==> config.mk <==
export PLATFORM = sky130hd
export DESIGN_NAME = id_stage
export DESIGN_NICKNAME = d
export VERILOG_FILES = /design/src/rtl/arm_pkg.sv /design/src/rtl/register_file.sv /design/src/rtl/id_stage.sv
export SDC_FILE = /design/constraint.sdc
export NUM_CORES = 1
export LEC_CHECK = 0
export ABC_CLOCK_PERIOD_IN_PS = 30500
export CORE_MARGIN = 3
export CORE_UTILIZATION = 55
export DETAILED_ROUTE_END_ITERATION = 12
export PLACE_DENSITY = 0.82
export SYNTH_ARGS = -nofsm -noshare
export SYNTH_HDL_FRONTEND = slang
export SYNTH_SLANG_ARGS = --single-unit
==> constraint.sdc <==
create_clock -name clk -period 30.5 [get_ports clk]
set_clock_uncertainty 0.15 [all_clocks]
set_input_delay 9.15 -clock clk [delete_from_list [all_inputs] [get_ports clk]]
set_output_delay 9.15 -clock clk [all_outputs]
set_load 0.02 [all_outputs]
==> src/rtl/arm_pkg.sv <==
// Purpose: shared ARM decode constants (opcode, exe_cmd, cond, mode), the
// ID/EX payload struct and the condition-code evaluator. The execute stage
// imports the same definitions.
package arm_pkg;

    localparam int unsigned DATA_W = 32;
    localparam int unsigned REG_AW = 4;
    localparam int unsigned CMD_W  = 4;
    localparam int unsigned SHOP_W = 12;
    localparam int unsigned IMM24_W = 24;
    localparam int unsigned NREGS  = 16;

    // Instruction modes, bits [27:26]
    localparam logic [1:0] MODE_ARITH  = 2'b00;
    localparam logic [1:0] MODE_MEM    = 2'b01;
    localparam logic [1:0] MODE_BRANCH = 2'b10;

    // Data-processing opcodes, bits [24:21]
    localparam logic [3:0] OP_AND = 4'b0000;
    localparam logic [3:0] OP_EOR = 4'b0001;
    localparam logic [3:0] OP_SUB = 4'b0010;
    localparam logic [3:0] OP_ADD = 4'b0100;
    localparam logic [3:0] OP_ADC = 4'b0101;
    localparam logic [3:0] OP_SBC = 4'b0110;
    localparam logic [3:0] OP_TST = 4'b1000;
    localparam logic [3:0] OP_CMP = 4'b1010;
    localparam logic [3:0] OP_ORR = 4'b1100;
    localparam logic [3:0] OP_MOV = 4'b1101;
    localparam logic [3:0] OP_MVN = 4'b1111;

    // ALU commands consumed by the execute stage
    localparam logic [CMD_W-1:0] EXE_NOP = 4'b0000;
    localparam logic [CMD_W-1:0] EXE_MOV = 4'b0001;
    localparam logic [CMD_W-1:0] EXE_ADD = 4'b0010;
    localparam logic [CMD_W-1:0] EXE_ADC = 4'b0011;
    localparam logic [CMD_W-1:0] EXE_SUB = 4'b0100;
    localparam logic [CMD_W-1:0] EXE_SBC = 4'b0101;
    localparam logic [CMD_W-1:0] EXE_AND = 4'b0110;
    localparam logic [CMD_W-1:0] EXE_ORR = 4'b0111;
    localparam logic [CMD_W-1:0] EXE_EOR = 4'b1000;
    localparam logic [CMD_W-1:0] EXE_MVN = 4'b1001;

    // Condition field, bits [31:28]
    localparam logic [3:0] COND_EQ = 4'b0000;
    localparam logic [3:0] COND_NE = 4'b0001;
    localparam logic [3:0] COND_CS = 4'b0010;
    localparam logic [3:0] COND_CC = 4'b0011;
    localparam logic [3:0] COND_MI = 4'b0100;
    localparam logic [3:0] COND_PL = 4'b0101;
    localparam logic [3:0] COND_VS = 4'b0110;
    localparam logic [3:0] COND_VC = 4'b0111;
    localparam logic [3:0] COND_HI = 4'b1000;
    localparam logic [3:0] COND_LS = 4'b1001;
    localparam logic [3:0] COND_GE = 4'b1010;
    localparam logic [3:0] COND_LT = 4'b1011;
    localparam logic [3:0] COND_GT = 4'b1100;
    localparam logic [3:0] COND_LE = 4'b1101;
    localparam logic [3:0] COND_AL = 4'b1110;
    localparam logic [3:0] COND_NV = 4'b1111;

    // ID/EX pipeline register payload
    typedef struct packed {
        logic [DATA_W-1:0]  pc;
        logic [DATA_W-1:0]  val_rn;
        logic [DATA_W-1:0]  val_rm;
        logic [CMD_W-1:0]   exe_cmd;
        logic               mem_r_en;
        logic               mem_w_en;
        logic               wb_en;
        logic               b;
        logic               s;
        logic               imm;
        logic [REG_AW-1:0]  dest;
        logic [SHOP_W-1:0]  shift_operand;
        logic [IMM24_W-1:0] signed_imm_24;
    } id_ex_t;

    // Evaluates an ARM condition against {N,Z,C,V}; NV never executes.
    function automatic logic cond_pass(input logic [3:0] cond, input logic [3:0] nzcv);
        logic n, z, c, v;
        {n, z, c, v} = nzcv;
        case (cond)
            COND_EQ: return z;
            COND_NE: return ~z;
            COND_CS: return c;
            COND_CC: return ~c;
            COND_MI: return n;
            COND_PL: return ~n;
            COND_VS: return v;
            COND_VC: return ~v;
            COND_HI: return c & ~z;
            COND_LS: return ~c | z;
            COND_GE: return n == v;
            COND_LT: return n != v;
            COND_GT: return ~z & (n == v);
            COND_LE: return z | (n != v);
            COND_AL: return 1'b1;
            COND_NV: return 1'b0;
            default: return 1'b0;
        endcase
    endfunction

endpackage

==> src/rtl/register_file.sv <==
// Purpose: 16x32 register file, two combinational read ports, one write port
// written on the falling clock edge so a same-cycle write is visible to the
// rising-edge ID/EX capture.
// Ports: clk, rst (async, active-high, clears all registers);
//        i_ra1/i_ra2 read addresses, o_rd1/o_rd2 read data;
//        i_we/i_wa/i_wd write enable, address, data.
module register_file
    import arm_pkg::*;
(
    input  logic              clk,
    input  logic              rst,
    input  logic [REG_AW-1:0] i_ra1,
    input  logic [REG_AW-1:0] i_ra2,
    input  logic              i_we,
    input  logic [REG_AW-1:0] i_wa,
    input  logic [DATA_W-1:0] i_wd,
    output logic [DATA_W-1:0] o_rd1,
    output logic [DATA_W-1:0] o_rd2
);

    logic [DATA_W-1:0] r_regs [NREGS];

    // Falling-edge write; reset also discards a write pending in the same cycle
    always_ff @(negedge clk or posedge rst) begin
        if (rst) begin
            for (int i = 0; i < NREGS; i++) begin
                r_regs[i] <= '0;
            end
        end else if (i_we) begin
            r_regs[i_wa] <= i_wd;
        end
    end

    // R15 returns its stored value; no PC substitution here
    assign o_rd1 = r_regs[i_ra1];
    assign o_rd2 = r_regs[i_ra2];

endmodule

==> src/rtl/id_stage.sv <==
// Purpose: ARM instruction decode stage. Decodes the fetched word, checks its
// condition against NZCV, reads operands and registers everything into the
// ID/EX register on the rising clock edge.
// Ports: clk, rst (async, active-high);
//        pc_in, instruction_in from fetch; hazard (bubble), flush (kill);
//        status_in {N,Z,C,V}; wb_en_in/wb_dest/wb_value write-back port;
//        registered outputs pc_out, val_rn, val_rm, exe_cmd, mem_r_en,
//        mem_w_en, wb_en, b, s, imm, dest, shift_operand, signed_imm_24;
//        combinational src1, src2, two_src to the hazard unit.
module id_stage
    import arm_pkg::*;
(
    input  logic               clk,
    input  logic               rst,
    input  logic [DATA_W-1:0]  pc_in,
    input  logic [DATA_W-1:0]  instruction_in,
    input  logic               hazard,
    input  logic               flush,
    input  logic [3:0]         status_in,
    input  logic               wb_en_in,
    input  logic [REG_AW-1:0]  wb_dest,
    input  logic [DATA_W-1:0]  wb_value,
    output logic [DATA_W-1:0]  pc_out,
    output logic [DATA_W-1:0]  val_rn,
    output logic [DATA_W-1:0]  val_rm,
    output logic [CMD_W-1:0]   exe_cmd,
    output logic               mem_r_en,
    output logic               mem_w_en,
    output logic               wb_en,
    output logic               b,
    output logic               s,
    output logic               imm,
    output logic [REG_AW-1:0]  dest,
    output logic [SHOP_W-1:0]  shift_operand,
    output logic [IMM24_W-1:0] signed_imm_24,
    output logic [REG_AW-1:0]  src1,
    output logic [REG_AW-1:0]  src2,
    output logic               two_src
);

    // Instruction fields
    logic [3:0]        w_cond;
    logic [1:0]        w_mode;
    logic              w_i_bit;
    logic [3:0]        w_opcode;
    logic              w_s_bit;
    logic [REG_AW-1:0] w_rn;
    logic [REG_AW-1:0] w_rd;
    logic [REG_AW-1:0] w_rm;

    assign w_cond   = instruction_in[31:28];
    assign w_mode   = instruction_in[27:26];
    assign w_i_bit  = instruction_in[25];
    assign w_opcode = instruction_in[24:21];
    assign w_s_bit  = instruction_in[20];
    assign w_rn     = instruction_in[19:16];
    assign w_rd     = instruction_in[15:12];
    assign w_rm     = instruction_in[3:0];

    // Raw decode, before condition/hazard gating
    logic [CMD_W-1:0] w_cmd;
    logic             w_mem_r;
    logic             w_mem_w_dec;
    logic             w_wb;
    logic             w_b;
    logic             w_s;

    always_comb begin
        w_cmd       = EXE_NOP;
        w_mem_r     = 1'b0;
        w_mem_w_dec = 1'b0;
        w_wb        = 1'b0;
        w_b         = 1'b0;
        w_s         = 1'b0;
        case (w_mode)
            MODE_ARITH: begin
                w_s  = w_s_bit;
                w_wb = 1'b1;
                case (w_opcode)
                    OP_MOV:  w_cmd = EXE_MOV;
                    OP_MVN:  w_cmd = EXE_MVN;
                    OP_ADD:  w_cmd = EXE_ADD;
                    OP_ADC:  w_cmd = EXE_ADC;
                    OP_SUB:  w_cmd = EXE_SUB;
                    OP_SBC:  w_cmd = EXE_SBC;
                    OP_AND:  w_cmd = EXE_AND;
                    OP_ORR:  w_cmd = EXE_ORR;
                    OP_EOR:  w_cmd = EXE_EOR;
                    OP_CMP: begin
                        w_cmd = EXE_SUB;
                        w_wb  = 1'b0;
                    end
                    OP_TST: begin
                        w_cmd = EXE_AND;
                        w_wb  = 1'b0;
                    end
                    default: w_wb = 1'b0;
                endcase
            end
            MODE_MEM: begin
                // S selects LDR (1) or STR (0); address is always Rn + offset
                w_cmd = EXE_ADD;
                if (w_s_bit) begin
                    w_mem_r = 1'b1;
                    w_wb    = 1'b1;
                end else begin
                    w_mem_w_dec = 1'b1;
                end
            end
            MODE_BRANCH: w_b = 1'b1;
            default: ;
        endcase
    end

    // Hazard-unit sources: a store reads Rd as its data operand
    assign src1    = w_rn;
    assign src2    = w_mem_w_dec ? w_rd : w_rm;
    assign two_src = ~w_i_bit | w_mem_w_dec;

    logic [DATA_W-1:0] w_rd1;
    logic [DATA_W-1:0] w_rd2;

    register_file u_register_file (
        .clk   (clk),
        .rst   (rst),
        .i_ra1 (w_rn),
        .i_ra2 (src2),
        .i_we  (wb_en_in),
        .i_wa  (wb_dest),
        .i_wd  (wb_value),
        .o_rd1 (w_rd1),
        .o_rd2 (w_rd2)
    );

    // Control is killed by a failed condition or a stall; datapath still flows
    logic   w_ctrl_en;
    id_ex_t w_next;

    assign w_ctrl_en = cond_pass(w_cond, status_in) & ~hazard;

    always_comb begin
        w_next               = '0;
        w_next.pc            = pc_in;
        w_next.val_rn        = w_rd1;
        w_next.val_rm        = w_rd2;
        w_next.imm           = w_i_bit;
        w_next.dest          = w_rd;
        w_next.shift_operand = instruction_in[11:0];
        w_next.signed_imm_24 = instruction_in[23:0];
        if (w_ctrl_en) begin
            w_next.exe_cmd  = w_cmd;
            w_next.mem_r_en = w_mem_r;
            w_next.mem_w_en = w_mem_w_dec;
            w_next.wb_en    = w_wb;
            w_next.b        = w_b;
            w_next.s        = w_s;
        end
    end

    // ID/EX register; flush wins over hazard and clears every field
    id_ex_t r_id_ex;

    always_ff @(posedge clk or posedge rst) begin
        if (rst) begin
            r_id_ex <= '0;
        end else if (flush) begin
            r_id_ex <= '0;
        end else begin
            r_id_ex <= w_next;
        end
    end

    assign pc_out        = r_id_ex.pc;
    assign val_rn        = r_id_ex.val_rn;
    assign val_rm        = r_id_ex.val_rm;
    assign exe_cmd       = r_id_ex.exe_cmd;
    assign mem_r_en      = r_id_ex.mem_r_en;
    assign mem_w_en      = r_id_ex.mem_w_en;
    assign wb_en         = r_id_ex.wb_en;
    assign b             = r_id_ex.b;
    assign s             = r_id_ex.s;
    assign imm           = r_id_ex.imm;
    assign dest          = r_id_ex.dest;
    assign shift_operand = r_id_ex.shift_operand;
    assign signed_imm_24 = r_id_ex.signed_imm_24;

endmodule

==> metrics.log, run 1 <==
INFO  metric capture_point_of_the_worst_reg_to_reg_path = val_rn[31]
INFO  metric synth.cell_area = 31600 um2
INFO  metric drive_above_1_share = 33.2%
INFO  metric detail_route.wirelength = 92100 um
INFO  metric grt_util_met2 = 47.5%
INFO  metric cpLargestDelayFamily = simple AND/OR/NAND/NOR gates
INFO  metric status = completed
INFO  metric net_count_synth = 2504
INFO  metric worstSetupPathType = primary input to register
INFO  metric final_critical_path_setup_slack = 3.77 ns
INFO  metric crit_slowest_cell = sky130_fd_sc_hd__and3_2
INFO  metric cts_max_path_buffers = 3
INFO  metric initialDrtViolationCount = 2942
INFO  metric powerDensity = 69.3 nW/um2
INFO  metric area.growth.synth_to_final = 16.7%
INFO  metric ys_warn_count = 0
INFO  metric synth_edf_count = 0
INFO  metric grt_use_total = 30.4%
INFO  metric clk_pin_slew = 0.04 ns
INFO  metric tritoncts_clock_tree = built
INFO  metric largest_net_degree_at_the_start_of_global_routing = 150
INFO  metric vdd_drop_max = 0.0000422 V
INFO  metric buffers_and_inverters_on_the_worst_path = 1
INFO  metric critPathCaptureType = register
INFO  metric route.detailed.drc = 0
INFO  metric grt_first_pass_wirelength = 140000 um
INFO  metric worst_skew_pair.late_latency = 0.58 ns
INFO  metric cts_made_buffers = 68
INFO  metric report.power.total = 2560 uW
INFO  metric critical_path.cell_chain = clkdlybuf4s50_1, nor3b_1, and3_2, mux2_2
INFO  metric postLayoutCoreUtil = 65.2%
INFO  metric instances_no_fill = 3330
INFO  metric cp_arrival = 11.75 ns
INFO  metric postSynthRegisterBits = 642
INFO  metric fp.coreArea = 56600 um2
INFO  metric final_net_count = 2624
INFO  metric drtPass1Iterations = 6
INFO  metric minimum_setup_slack_after_placement = 3.26 ns
INFO  metric synth.lib_cells_used.distinct = 44
INFO  metric clock-root-buffer = sky130_fd_sc_hd__clkbuf_16
INFO  metric grt.met1_usage = 41.8%
INFO  metric layout.filler_cells = 3959
INFO  metric worst_pin_slew = 1.38 ns
INFO  metric regToRegStartpoint = u_register_file.r_regs[31]
INFO  metric die_w = 246 um
INFO  metric setup.worst_path.start_class = primary input
INFO  metric relSlewSlack = 7.86%
INFO  metric maxCapViolations = 0
INFO  metric min-delay-path-class = register to register
INFO  metric count_of_h_tree_levels_built_during_cts = 3
INFO  metric netlist_instances = 2395
INFO  metric synth-seq-area-share = 50.8%
INFO  metric async_reset_ff_share = 100%
INFO  metric rows = 87
INFO  metric min_from = u_register_file.r_regs[180]
INFO  metric hpwlAfterDp = 49400 um
INFO  metric leftover_overflow_at_the_end_of_global_routing = 0
INFO  metric leakage = 0.0154 uW
INFO  metric dominantRegCellSynth = sky130_fd_sc_hd__dfrtn_1
INFO  metric report.final.hold_viol_count = 0
INFO  metric antenna_found_initial = 7
INFO  metric hold_end = u_register_file.r_regs[180]
INFO  metric die_area = 60400 um2
INFO  metric first_global_vias = 23425
INFO  metric via_count = 22642
INFO  metric min_delay_path_depth = 1
INFO  metric port-buffer-count = 263
INFO  metric cts.repair.resized = 0
INFO  metric required_worst_endpoint = 15.52 ns
INFO  metric crit_fanout = 32
INFO  metric critPathMaxStageDelay = 1.11 ns
INFO  metric design.portCount = 264
INFO  metric rsz0062_at_grt = no
INFO  metric slew_viol_final = 0
INFO  metric chipHeight = 246 um
INFO  metric globalRouteMet3Util = 6.03%
INFO  metric via_per_inst = 6.80
INFO  metric regToRegSetupSlack = 13.38 ns
INFO  metric initial_core_utilization = 55.8%
INFO  metric grt.busiest_layer = met2
INFO  metric setup_violations = 0
INFO  metric gp_congestion = 0.813
INFO  metric ctsHoldBuffers = 0
INFO  metric cts.repair_timing.setup_buffer_count = 0
INFO  metric final_antenna_net_count = 0
INFO  metric avgSynthCellArea = 13.2 um2
INFO  metric worst_r2r_path_depth = 3
INFO  metric numClockSinks = 642
INFO  metric post_drt_wl_per_cell = 27.7 um
INFO  metric numPlacedInstances = 3201
==> cell type report <==
class	instances	area, um2	area share [%]
Sequential cell	642	16100	43.5
Multi-Input combinational cell	1491	14600	39.5
Timing Repair Buffer	306	3010	8.16
Clock buffer	96	1950	5.28
Tap cell	756	946	2.56
Clock inverter	26	290	0.786
Inverter	6	35.0	0.0949
Antenna cell	7	17.5	0.0475
==> metal layers <==
layer	vias to the layer above	share of wire [%]	wire [um]
met5	-	0.031	29
met4	4	4.2	3830
met3	299	10	9500
met2	1442	47	42900
met1	11747	39	35900
li1	9150	-	-
==> metrics by stage <==
step | hold WS (ns) | TNS (ns) | area, um2
6_report | 0.321 | 0 | 36900
5_1_grt | 0.329 | 0 | 36900
4_1_cts | 0.321 | 0 | 36900
3_5_place_dp | 0.321 | 0 | 34700
3_3_place_gp | 0.310 | 0 | 34700
2_1_floorplan | 0.300 | -1308.12 | 31600
==> logic make-up after synthesis <==
family	count (synthesis)	synth area share [%]
muxes	709	30.8
DFF	642	50.8
AOI/OAI and AO/OA	400	8.72
and+or+nand+nor	378	6.07
buffers and inverters	262	3.47
xor gates and xnor gates	4	0.111
==> flip-flops by register name (all words and copies together) (netlist names) <==
| signal | cells |
|---|---|
| b | 1 |
| exe_cmd | 4 |
| imm | 1 |
| mem_r_en | 1 |
| mem_w_en | 1 |
| pc_out | 32 |
| s | 1 |
| signed_imm_24 | 24 |
| u_register_file.r_regs | 512 |
| val_rm | 32 |
| val_rn | 32 |
| wb_en | 1 |
==> cell usage after synthesis, types with 5 or more instances <==
library cell | count | share of area, %
sky130_fd_sc_hd__dfrtn_1 | 512 | 41
sky130_fd_sc_hd__mux2_2 | 512 | 18
sky130_fd_sc_hd__clkbuf_1 | 175 | 2.1
sky130_fd_sc_hd__nand2_1 | 171 | 2.0
sky130_fd_sc_hd__a21oi_1 | 163 | 2.6
sky130_fd_sc_hd__a221oi_1 | 160 | 4.4
sky130_fd_sc_hd__mux4_2 | 160 | 11
sky130_fd_sc_hd__dfrtp_1 | 130 | 10
sky130_fd_sc_hd__nor2b_1 | 92 | 1.8
sky130_fd_sc_hd__and2_1 | 63 | 1.2
sky130_fd_sc_hd__buf_1 | 42 | 0.50
sky130_fd_sc_hd__mux2i_1 | 37 | 1.2
sky130_fd_sc_hd__a211o_1 | 32 | 0.89
sky130_fd_sc_hd__o21ai_1 | 31 | 0.49
sky130_fd_sc_hd__buf_4 | 21 | 0.50
sky130_fd_sc_hd__buf_2 | 16 | 0.25
sky130_fd_sc_hd__nor2_1 | 16 | 0.19
sky130_fd_sc_hd__nand2b_1 | 10 | 0.20
sky130_fd_sc_hd__nand3b_1 | 7 | 0.17
sky130_fd_sc_hd__nor3_1 | 5 | 0.079
==> report_power, final <==
| part | internal, uW | switching, uW |
|---|---|---|
| Sequential | 1040 | 131 |
| Combinational | 308 | 234 |
| Clock | 497 | 342 |
| Total | 1850 | 708 |
==> worst max path at each step <==
stage | startpoint | to | slack (ns) | cells after the start
after floorplan | rst | u_register_file.r_regs[0] | -2.55 | 1
after global placement | wb_en_in | u_register_file.r_regs[119] | 3.28 | 4
after detailed placement | wb_en_in | u_register_file.r_regs[106] | 3.26 | 4
after CTS | wb_en_in | u_register_file.r_regs[121] | 3.85 | 4
after global routing | wb_en_in | u_register_file.r_regs[117] | 3.77 | 4
final | wb_en_in | u_register_file.r_regs[121] | 3.77 | 4
==> worst reg2reg max path, cell delays in order, from the launching register on <==
cell and delay, ns:
sky130_fd_sc_hd__dfrtn_1 0.36, sky130_fd_sc_hd__mux4_2 0.50, sky130_fd_sc_hd__mux4_2 0.54, sky130_fd_sc_hd__nor2b_1 0.18
==> cells in the final DEF, fill, tap and decap left out, drive strengths merged, types with 2 or more instances in the layout <==
| cell type | Yosys | final |
|---|---|---|
| dfrtp | 130 | 130 |
| mux2i | 37 | 37 |
| a211oi | 2 | 2 |
| xnor2 | 4 | 4 |
| a211o | 32 | 32 |
| nand2 | 171 | 171 |
| nor4 | 2 | 2 |
| clkbuf | 175 | 97 |
| inv | 6 | 7 |
| nor3b | 3 | 3 |
| diode | 0 | 7 |
| buf | 81 | 47 |
| a31oi | 2 | 2 |
| a21oi | 163 | 163 |
| o21ai | 34 | 34 |
| nor2b | 92 | 92 |
| nor2 | 16 | 16 |
| mux4 | 160 | 160 |
| clkdlybuf4s50 | 0 | 258 |
| bufinv | 0 | 6 |
| mux2 | 512 | 512 |
| dfrtn | 512 | 512 |
| nor3 | 5 | 5 |
| nand3b | 7 | 7 |
| clkinv | 0 | 18 |
| nor4b | 2 | 2 |
| and2 | 64 | 64 |
| and3 | 2 | 2 |
| nand2b | 10 | 10 |
| a221oi | 160 | 160 |
No activity file was read; power rests on OpenSTA's default activity.
==> run 2, diff against run 1 <==
- CORE_UTILIZATION: 55 -> 51
- PLACE_DENSITY: 0.82 -> 0.78
==> run 2 against run 1 <==
Against the previous run: sequential cell count stayed put; hold slack worse by 0.0025 ns; routed wire length is 0.51% higher; cell count is 0.75% higher; critical path type unchanged; largest cell class unchanged.
==> metrics.log, run 2 (same netlist as run 1, synthesis figures left out) <==
INFO  metric die_w = 255 um (+3.8%)
INFO  metric setup_violations = 0 (unchanged)
INFO  metric port-buffer-count = 263 (unchanged)
INFO  metric rows = 90 (+3.4%)
INFO  metric multi_input_area = 14600 um2 (unchanged)
INFO  metric die_area = 65000 um2 (+7.6%)
INFO  metric worstSetupPathType = primary input to register
INFO  metric tritoncts_clock_tree = built
INFO  metric numClockSinks = 642 (unchanged)
INFO  metric report.final.hold_viol_count = 0 (unchanged)
INFO  metric worst_skew_pair.late_latency = 0.59 ns (about the same)
INFO  metric slew_viol_final = 0 (unchanged)
INFO  metric cts.repair.resized = 0 (unchanged)
INFO  metric critPathCaptureType = register
INFO  metric required_worst_endpoint = 15.53 ns (about the same)
INFO  metric most_frequent_cells_in_the_layout = 512 x sky130_fd_sc_hd__mux2_2, 512 x sky130_fd_sc_hd__dfrtn_1, 258 x sky130_fd_sc_hd__clkdlybuf4s50_1
INFO  metric chipHeight = 255 um (+3.8%)
INFO  metric setup.worst_path.start_class = primary input
INFO  metric drtPass1Iterations = 6 (unchanged)
INFO  metric minimum_setup_slack_after_placement = 3.07 ns (-0.189 ns)
INFO  metric area.growth.synth_to_final = 16.8% (about the same)
INFO  metric final_critical_path_setup_slack = 3.61 ns (-0.165 ns)
INFO  metric grt_use_total = 28.6% (-1.9 points)
INFO  metric post_drt_wl_per_cell = 27.6 um (-0.24%)
INFO  metric maxCapViolations = 0 (unchanged)
INFO  metric powerDensity = 69.0 nW/um2 (-0.43%)
INFO  metric clk_pin_slew = 0.05 ns (about the same)
INFO  metric clock-root-buffer = sky130_fd_sc_hd__clkbuf_16
INFO  metric instances_no_fill = 3355 (+0.75%)
INFO  metric worst_pin_slew = 1.29 ns (-0.0899 ns)
INFO  metric cts.repair_timing.setup_buffer_count = 0 (unchanged)
INFO  metric layout.filler_cells = 4522 (+14%)
INFO  metric final_net_count = 2626 (+0.076%)
INFO  metric drive_above_1_share = 33.0% (-0.27 points)
INFO  metric cp_arrival = 11.92 ns (+0.17 ns)
INFO  metric seq_area = 16100 um2 (unchanged)
INFO  metric relSlewSlack = 14.1% (+6.3 points)
INFO  metric ctsHoldBuffers = 0 (unchanged)
INFO  metric largest_register_ff_count = 512 (unchanged)
INFO  metric hpwlAfterDp = 49200 um (-0.41%)
INFO  metric fp.coreArea = 60800 um2 (+7.4%)
INFO  metric crit_fanout = 32 (unchanged)
INFO  metric via_per_inst = 6.69 (-1.6%)
INFO  metric cts_max_path_buffers = 3 (unchanged)
INFO  metric top_register = u_register_file.r_regs
INFO  metric largest_net_degree_at_the_start_of_global_routing = 199 (+33%)
INFO  metric status = completed
INFO  metric detail_route.wirelength = 92600 um (+0.51%)
INFO  metric rsz0062_at_grt = no
INFO  metric route.detailed.drc = 0 (unchanged)
INFO  metric vdd_drop_max = 0.0000381 V (-9.6%)
INFO  metric min-delay-path-class = register to register
INFO  metric gp_congestion = 0.806 (-0.90%)
INFO  metric cts_made_buffers = 69 (+1.5%)
INFO  metric initial_core_utilization = 52.0% (-3.9 points)
INFO  metric numPlacedInstances = 3228 (+0.84%)
INFO  metric grt_first_pass_wirelength = 140000 um (+0.16%)
INFO  metric count_of_h_tree_levels_built_during_cts = 3 (unchanged)
INFO  metric final_antenna_net_count = 0 (unchanged)
INFO  metric antenna_found_initial = 5 (-2)
INFO  metric via_count = 22457 (-0.82%)
INFO  metric design.portCount = 264 (unchanged)
INFO  metric leakage = 0.0154 uW (about the same)
INFO  metric leftover_overflow_at_the_end_of_global_routing = 0 (unchanged)
INFO  metric initialDrtViolationCount = 2500 (-15%)
INFO  metric first_global_vias = 23037 (-1.7%)
## run 2: cell count changes in the layout (fill, tap and decap cells not counted), moves of 3 or more
cell	change
sky130_fd_sc_hd__bufinv_16	-3
sky130_fd_sc_hd__clkbuf_1	+6
sky130_fd_sc_hd__clkbuf_16	+4
sky130_fd_sc_hd__clkinv_1	+3
sky130_fd_sc_hd__clkinv_2	-6
sky130_fd_sc_hd__diode_2	-4
## run 2: layout make-up
cell class / instances / area share [%]
tap: 782 / 2.65
sequential: 642 / 43.5
inverter: 6 / 0.0949
multi-input combinational: 1491 / 39.5
timing repair buffer: 307 / 8.14
clock inverter: 20 / 0.532
clock buffer: 104 / 5.53
antenna: 3 / 0.0203
## run 2: layer usage
layer | global-route usage (%) | part of all wire (%) | vias to the layer above
met5 | 0 | 0.033 | -
met4 | 11.3 | 3.5 | 4
met3 | 6.39 | 10 | 243
met2 | 46.1 | 48 | 1330
met1 | 38.0 | 39 | 11703
li1 | - | - | 9177
## run 2: report_power, final
| part | leakage, uW | internal (uW) | switching [uW] |
|---|---|---|---|
| sequential | 0.00798 | 1040 | 127 |
| combinational | 0.00633 | 308 | 234 |
| clock | 0.00110 | 489 | 345 |
## run 2: per-stage QoR
| step | hold WS [ns] | instance area (um2) | util [%] | setup TNS [ns] | power, uW |
|---|---|---|---|---|---|
| 3_5_place_dp | 0.320 | 34700 | 57.0 | 0 | 1710 |
| 5_1_grt | 0.335 | 36900 | 60.7 | 0 | 2650 |
| 4_1_cts | 0.320 | 36900 | 60.7 | 0 | 2550 |
| 2_1_floorplan | 0.300 | 31600 | - | -1308.12 | 1540 |
| 6_report | 0.319 | 36900 | 60.7 | 0 | 2550 |
| 3_3_place_gp | 0.310 | 34700 | 57.0 | 0 | 1680 |
## run 2: path summary, 6_finish.rpt
check / end / slack (ns) / startpoint / cells after the start
max: u_register_file.r_regs[118] / 3.61 / wb_en_in / 4
min reg2reg: u_register_file.r_regs[180] / 0.32 / u_register_file.r_regs[180] / 1
min in group asynchronous: wb_en / 9.15 / rst / 3
max in group asynchronous: u_register_file.r_regs[466] / 4.39 / rst / 4
min: u_register_file.r_regs[180] / 0.32 / u_register_file.r_regs[180] / 1
max reg2reg: val_rn[18] / 13.41 / u_register_file.r_regs[18] / 3
## run 2: worst max-delay path, cell delays in order
cell                              delay, ns
sky130_fd_sc_hd__clkdlybuf4s50_1       0.51
sky130_fd_sc_hd__nor3b_1               0.63
sky130_fd_sc_hd__and3_2                1.16
sky130_fd_sc_hd__mux2_2                0.43
==> run 3, diff against run 2 <==
- CORE_UTILIZATION: 51 -> 59
- PLACE_DENSITY: 0.78 -> 0.87
==> run 3 against run 2 <==
Against the previous run: hold slack improved by 0.0013 ns; sequential cell count unchanged; routed wire length increased by 0.58%; critical path depth unchanged; total power decreased by 0.59%; combinational power increased by 0.9%; global-route usage increased by 4.1 points; final area decreased by 0.66%; register-to-register slack about the same; clock power decreased by 3.2%; critical endpoint is now u_register_file.r_regs[121].
==> metrics.log, run 3 (same netlist as run 1, synthesis figures left out) <==
INFO  metric crit_fanout = 32 (unchanged)
INFO  metric worst_pin_slew = 1.33 ns (+0.0468 ns)
INFO  metric drtPass1Iterations = 8 (+2)
INFO  metric leakage = 0.0153 uW (-0.57%)
INFO  metric die_w = 237 um (-6.9%)
INFO  metric via_count = 22974 (+2.3%)
INFO  metric hold-worst-slack = 0.320 ns (+0.00134 ns)
INFO  metric most_frequent_cells_in_the_layout = 512 x sky130_fd_sc_hd__mux2_2, 512 x sky130_fd_sc_hd__dfrtn_1, 258 x sky130_fd_sc_hd__clkdlybuf4s50_1
INFO  metric die_area = 56400 um2 (-13%)
INFO  metric numClockSinks = 642 (unchanged)
INFO  metric tritoncts_clock_tree = built
INFO  metric minimum_setup_slack_after_placement = 3.29 ns (+0.219 ns)
INFO  metric clk_pin_slew = 0.04 ns (about the same)
INFO  metric powerDensity = 69.0 nW/um2 (about the same)
INFO  metric design.portCount = 264 (unchanged)
INFO  metric report.final.hold_viol_count = 0 (unchanged)
INFO  metric slew_viol_final = 0 (unchanged)
INFO  metric worst_skew_pair.late_latency = 0.59 ns (about the same)
INFO  metric antenna_found_initial = 9 (+4)
INFO  metric leftover_overflow_at_the_end_of_global_routing = 0 (unchanged)
INFO  metric top_register = u_register_file.r_regs
INFO  metric final_critical_path_setup_slack = 3.80 ns (+0.195 ns)
INFO  metric grt_first_pass_wirelength = 141000 um (+0.41%)
INFO  metric cts_made_buffers = 67 (-2.9%)
INFO  metric status = completed
INFO  metric min-delay-path-class = register to register
INFO  metric initial_core_utilization = 59.9% (+7.9 points)
INFO  metric largest_net_degree_at_the_start_of_global_routing = 181 (-9.0%)
INFO  metric required_worst_endpoint = 15.52 ns (about the same)
INFO  metric relSlewSlack = 11.0% (-3.1 points)
INFO  metric count_of_h_tree_levels_built_during_cts = 3 (unchanged)
INFO  metric fp.coreArea = 52800 um2 (-13%)
INFO  metric setup.worst_path.start_class = primary input
INFO  metric ctsHoldBuffers = 0 (unchanged)
INFO  metric numPlacedInstances = 3129 (-3.1%)
INFO  metric final_antenna_net_count = 0 (unchanged)
INFO  metric drive_above_1_share = 32.6% (-0.33 points)
INFO  metric via_per_inst = 7.06 (+5.4%)
INFO  metric detail_route.wirelength = 93100 um (+0.58%)
INFO  metric vdd_drop_max = 0.0000407 V (+6.6%)
INFO  metric cts.repair.resized = 0 (unchanged)
INFO  metric rows = 84 (-6.7%)
INFO  metric worstSetupPathType = primary input to register
INFO  metric setup_violations = 0 (unchanged)
INFO  metric route.detailed.drc = 0 (unchanged)
INFO  metric port-buffer-count = 263 (unchanged)
INFO  metric maxCapViolations = 0 (unchanged)
INFO  metric cp_arrival = 11.72 ns (-0.20 ns)
INFO  metric instances_no_fill = 3255 (-3.0%)
INFO  metric cts_max_path_buffers = 3 (unchanged)
INFO  metric final.setup.tns = 0 ns (unchanged)
INFO  metric hpwlAfterDp = 49700 um (+0.99%)
INFO  metric first_global_vias = 23784 (+3.2%)
INFO  metric postLayoutCoreUtil = 69.5% (+8.8 points)
INFO  metric gp_congestion = 0.826 (+2.5%)
INFO  metric initialDrtViolationCount = 3136 (+25%)
INFO  metric post_drt_wl_per_cell = 28.6 um (+3.7%)
INFO  metric clock-root-buffer = sky130_fd_sc_hd__clkbuf_16
INFO  metric grt_use_total = 32.7% (+4.1 points)
INFO  metric largest_register_ff_count = 512 (unchanged)
INFO  metric cts.repair_timing.setup_buffer_count = 0 (unchanged)
INFO  metric final_net_count = 2619 (-0.27%)
INFO  metric rsz0062_at_grt = no
INFO  metric area.growth.synth_to_final = 16.0%
INFO  metric chipHeight = 237 um (-6.9%)
INFO  metric critPathCaptureType = register
-- run 3: changes by cell type in the layout (fill, tap and decap cells not counted), sizes merged --
| cell | before | now |
|---|---|---|
| bufinv | 3 | 4 |
| buf | 48 | 43 |
| clkinv | 17 | 7 |
| inv | 5 | 10 |
| clkbuf | 105 | 103 |
| diode | 3 | 8 |
-- run 3: layout make-up --
type,instances,area [um2]
Fill cell,3395,16100
Multi-Input combinational cell,1491,14600
Inverter,6,35.0
Sequential cell,642,16100
Timing Repair Buffer,302,2980
Clock buffer,102,1910
Tap cell,688,861
Clock inverter,16,213
Antenna cell,8,20.0
-- run 3: worst paths after layout --
path	start	endpoint	slack, ns	depth (start not counted)
min in group asynchronous	rst	val_rn[29]	8.88	2
worst max-delay path	wb_en_in	u_register_file.r_regs[121]	3.80	4
worst min-delay path	u_register_file.r_regs[55]	u_register_file.r_regs[55]	0.32	1
worst min register to register	u_register_file.r_regs[55]	u_register_file.r_regs[55]	0.32	1
max in group asynchronous	rst	u_register_file.r_regs[303]	4.72	3
worst max register to register	u_register_file.r_regs[63]	val_rn[31]	13.42	3
-- run 3: report_power, final --
part           internal [uW]  switching, uW
clock network            468            340
logic                    308            238
registers               1040            134
-- run 3: per-layer routing --
metal | vias to the layer above | global-route usage [%] | share of wire [%]
met5 | - | 0 | 0.053
met4 | 6 | 17.8 | 5.5
met3 | 418 | 8.68 | 12
met2 | 1724 | 50.3 | 46
met1 | 11676 | 43.0 | 36
li1 | 9150 | - | -
-- run 3: per-stage QoR --
stage	area, um2	total power (uW)
2_1_floorplan	31600	1540
3_3_place_gp	34500	1670
3_5_place_dp	34500	1720
4_1_cts	36700	2530
5_1_grt	36700	2630
6_report	36700	2530
-- run 3: critical path, stage by stage --
cell,delay (ns)
sky130_fd_sc_hd__clkdlybuf4s50_1,0.52
sky130_fd_sc_hd__nor3b_1,0.50
sky130_fd_sc_hd__and3_2,1.08
sky130_fd_sc_hd__mux2_2,0.44
